File: src/rtl/joypad_port.sv
// Controller-port responder emulating two 4021-style NES pads behind the CPU's
// $4016/$4017 read enables and the $4016 OUT latch.
module joypad_port #(
    parameter int SYNC_STAGES = 2
) (
    input  logic       clock,
    input  logic       reset,
    input  logic [2:0] addr4016w,
    input  logic       naddr4016r,
    input  logic       naddr4017r,
    input  logic [7:0] buttons1,
    input  logic [7:0] buttons2,
    output logic [7:0] data_out,
    output logic       data_valid,
    output logic [1:0] expansion_out
);

    logic [7:0] sync1 [SYNC_STAGES];
    logic [7:0] sync2 [SYNC_STAGES];
    logic [7:0] btn_s1;
    logic [7:0] btn_s2;
    logic [7:0] sr1;
    logic [7:0] sr2;
    logic       nread1_q;
    logic       nread2_q;
    logic       strobe;
    logic       shift1;
    logic       shift2;

    assign btn_s1 = sync1[SYNC_STAGES-1];
    assign btn_s2 = sync2[SYNC_STAGES-1];
    assign strobe = addr4016w[0];

    // A port advances on the rising edge of its enable, i.e. when the read ends.
    assign shift1 = !nread1_q && naddr4016r;
    assign shift2 = !nread2_q && naddr4017r;

    always_ff @(posedge clock) begin
        if (reset) begin
            for (int i = 0; i < SYNC_STAGES; i++) begin
                sync1[i] <= '0;
                sync2[i] <= '0;
            end
        end else begin
            sync1[0] <= buttons1;
            sync2[0] <= buttons2;
            for (int i = 1; i < SYNC_STAGES; i++) begin
                sync1[i] <= sync1[i-1];
                sync2[i] <= sync2[i-1];
            end
        end
    end

    always_ff @(posedge clock) begin
        if (reset) begin
            sr1           <= 8'hFF;
            sr2           <= 8'hFF;
            nread1_q      <= 1'b1;
            nread2_q      <= 1'b1;
            expansion_out <= 2'b00;
        end else begin
            nread1_q      <= naddr4016r;
            nread2_q      <= naddr4017r;
            expansion_out <= addr4016w[2:1];

            if (strobe) begin
                sr1 <= btn_s1;
            end else if (shift1) begin
                sr1 <= {1'b1, sr1[7:1]};
            end

            if (strobe) begin
                sr2 <= btn_s2;
            end else if (shift2) begin
                sr2 <= {1'b1, sr2[7:1]};
            end
        end
    end

    // Bits [7:5] mimic the open-bus value $40 left on the CPU data bus.
    always_comb begin
        data_out = 8'h00;
        if (!naddr4016r) begin
            data_out = {3'b010, 4'b0000, sr1[0]};
        end else if (!naddr4017r) begin
            data_out = {3'b010, 4'b0000, sr2[0]};
        end
    end

    assign data_valid = !naddr4016r || !naddr4017r;

endmodule

File: config.mk
export PLATFORM = sky130hd
export DESIGN_NAME = joypad_port
export DESIGN_NICKNAME = d
export VERILOG_FILES = /design/src/rtl/joypad_port.sv
export SDC_FILE = /design/constraint.sdc
export NUM_CORES = 1
export LEC_CHECK = 0
export CORE_MARGIN = 3
export CORE_UTILIZATION = 57
export CTS_BUF_LIST = sky130_fd_sc_hd__clkbuf_4 sky130_fd_sc_hd__clkbuf_8
export CTS_CLUSTER_SIZE = 28
export DETAILED_ROUTE_END_ITERATION = 6
export PLACE_DENSITY = 0.86
export SLEW_MARGIN = 5
export SYNTH_ARGS = -nofsm -noshare
export SYNTH_HDL_FRONTEND = slang
export SYNTH_SLANG_ARGS = --single-unit
File: constraint.sdc
create_clock -name clock -period 3.4 [get_ports clock]
set_input_delay 0.68 -clock clock [delete_from_list [all_inputs] [get_ports clock]]
set_output_delay 0.68 -clock clock [all_outputs]
set_load 0.03 [all_outputs]
==> metrics.md <==
| Metric | Value |
|---|---|
| Max stage delay on crit path | 690 ps |
| 1st-iter DRT viols | 38 |
| Syn-to-layout area delta | 16.3% |
| Adder-cell share of the synthesized area | 0% |
| Routed len/inst | 11.2 um |
| Total CTS buffers | 5 |
| # port buffers | 27 |
| Clock sink count | 52 |
| R2R cell count | 3 |
| Core area | 0.00290 mm2 |
| HPWL after DPL | 1930 um |
| Largest family of logic cells by synthesized area | simple AND/OR/NAND/NOR gates |
| Final Slew Violations | 0 |
| Routed wl met2 | 1300 um |
| Die boundary width | 62.4 um |
| Most frequent cells in the layout | dfxtp_1, nor2b_1, clkdlybuf4s50_1 |
| CP required | 2720 ps |
| Sequential-to-total area share from yosys stat | 57.3% |
| Most common cell after layout, fill and taps aside | dfxtp_1 |
| Synth cell types | 20 |
| Crit-path most repeated cell | clkdlybuf4s50_1 |
| Top layer in use | met4 |
| Critical Path End | data_out[0] |
| VDD IR-drop max | 0.405 mV |
| Initial DRT Pass Iterations | 4 |
| Post-synth EDFFs | 0 |
| Met3 WL | 169 um |
| Final Hold Vio Count | 0 |
| Tmin final | 2760 ps |
| Maxcap violations | 0 |
| Largest net degree at the start of global routing | 35 |
| Status | complete, no violations |
| Num ports | 34 |
| CP startpoint kind | primary input |
| Power, Total | 1.03 mW |
| P_int | 0.792 mW |
| Bufs and invs on worst path | 2 |
| CP Class | primary input to output pin |
| Synthesized netlist cell count | 174 |
| Final worst-path cycle share | 81.1% |
| Post-CTS setup buffer count | 0 |
| Clock latency at the later pin of the worst-skew pair | 350 ps |
| Leakage power | 0.861 nW |
| Setup violators final | 0 |
| F_max | 363 MHz |
| Post-synthesis compound-gate area fraction | 9.79% |
| Clk_skew | 5.34 ps |
| Crit-path cells | clkdlybuf4s50_1, nand3b_1, o21ai_0, clkdlybuf4s50_1 |
| Die Span Y | 62.4 um |
| Max_slew headroom | 35.9% |
| GPL Wtd Cong | 0.724 |
| Critical path data arrival time | 2080 ps |
| First-pass GRT wire length | 4580 um |
| Final WL | 2690 um |
| Layout cells sized above 1 | 5.56% |
| CTS tree | done |
| Initial Utilization | 62.6% |
| Slowest CP cell | clkdlybuf4s50_1 |
| Routed vias | 1,141 |
| Clk root buf | clkbuf_4 |
| Power Dens Cells | 487 mW/mm2 |
| Synth Area per Inst | 10.4 um2 |
| Antenna Nets Post-Route | 0 |
| Reg2Reg Setup Slack | 2030 ps |
| Layout net count | 221 |
| N_diodes | 0 |
| HP Class | register to register |
| Synth async-reset ratio | 0% |
| Post-Synth Simple-Gate Area | 26.4% |
| Die ar. | 0.00390 mm2 |
| DRC errors left | 0 |
| Worst slew pin tran | 958 ps |
| Crit Reg-Reg Startpoint | nread2_q |
| Main synth FF type | dfxtp_1 |
| Flops & latches, synth | 52 |
| Grt total ovfl | 0 |
| Min Hold Slack | 448 ps |
| Mapped cell area | 0.00182 mm2 |
| Initial antenna violation count | 0 |
| Gr usage total | 14.9% |
| Vias in the first global route | 1,070 |
| FILL cells | 217 |
| Post-synthesis xor/xnor area fraction | 0% |
| Clock buffer depth | 2 |
| Worst Hold Launch | sync2[0][7] |
| Unrepaired setup endpoints after global routing | no |
| Reg2reg end | sr2[2] |
| Rows | 19 |
| Worst setup EP type | output pin |
| Crit path from | naddr4017r |
| CTS clock-pin slew for the worst setup and hold paths | 130 ps |
| Cts repair resizes | 0 |
| Gate power share | 11.7% |
| Stages on the worst setup path | 4 |
| Cell family with most CP delay | buffers and inverters |
| Met1 WL | 1190 um |
| Flop pwr share | 63.7% |
| Worst-path fanout max | 5 |
| H-tree depth | 2 |
| Sw Ratio | 22.9% |
| Syn. warnings | 0 |
| Via density | 4.75 |
| Hold Buf Count CTS | 0 |
| Setup TNS | 0 ps |
| Multiplexer share of the synthesized area | 0% |
| Sw power | 0.236 mW |
| Clock power frac | 24.6% |
-- layer usage --
metal  track usage [%]  vias to the layer above
li1                  -                      602
met1              17.0                      505
met2              24.6                       32
met3              6.12                        2
met4              6.34                        0
met5                 0                        -
-- power groups by stage --
stage | logic [mW] | clock network (mW) | registers (mW)
finish | 0.120 | 0.253 | 0.655
global route | 0.132 | 0.290 | 0.658
CTS | 0.121 | 0.262 | 0.655
detailed placement | 0.122 | 0 | 0.669
global placement | 0.116 | 0 | 0.667
floorplan | 0.0831 | 0 | 0.668
-- flip-flops by register name (all words and copies together), names as in the netlist --
signal	count
expansion_out	2
nread1_q	1
nread2_q	1
sr1	8
sr2	8
sync1	16
sync2	16
-- synthesized netlist by cell type (2+ instances only) --
library cell	number	share of area (%)
or2_2	2	0.69
a2111o_1	14	8.7
nor2_1	24	5.0
clkbuf_1	5	1.0
nor3_1	3	0.83
o21bai_1	2	0.83
nor3b_1	3	1.2
nor2b_1	37	13
nand2b_1	13	4.5
buf_4	10	4.1
dfxtp_1	52	57
-- worst min-delay path by stage --
stage	cells after the start	slack (ps)	end
after floorplan	1	410	sync1[0][10]
after global placement	1	420	sync1[0][13]
after detailed placement	1	420	sync2[0][15]
after CTS	1	450	sync2[0][15]
after global routing	1	470	sync2[0][14]
final	1	450	sync2[0][15]
-- cells by family after synthesis --
group / after synthesis
other: 1
AO/OA/AOI/OAI: 17
flip-flops: 52
AND/OR/NAND/NOR: 86
buffers and inverters: 18
-- per-stage QoR --
stage                     util [%]  instance area, um2  setup WS, ps  cells
after floorplan                  -                1830          1360    179
after CTS                     72.8                2110           633    240
after detailed placement      71.1                2060           635    233
after global routing          72.8                2110           591    240
after global placement        71.1                2060           667    233
final                         72.8                2110           642    240
-- layout make-up --
| class | count | area [um2] | share of cell area (%) |
|---|---|---|---|
| multi-input combinational | 109 | 679 | 32.2 |
| inverter | 1 | 3.75 | 0.178 |
| clock inverter | 1 | 5.00 | 0.237 |
| sequential | 52 | 1040 | 49.3 |
| timing repair buffer | 29 | 285 | 13.5 |
| clock buffer | 6 | 45.0 | 2.13 |
| tap | 42 | 52.6 | 2.49 |
(Power assumes the default switching activity.)
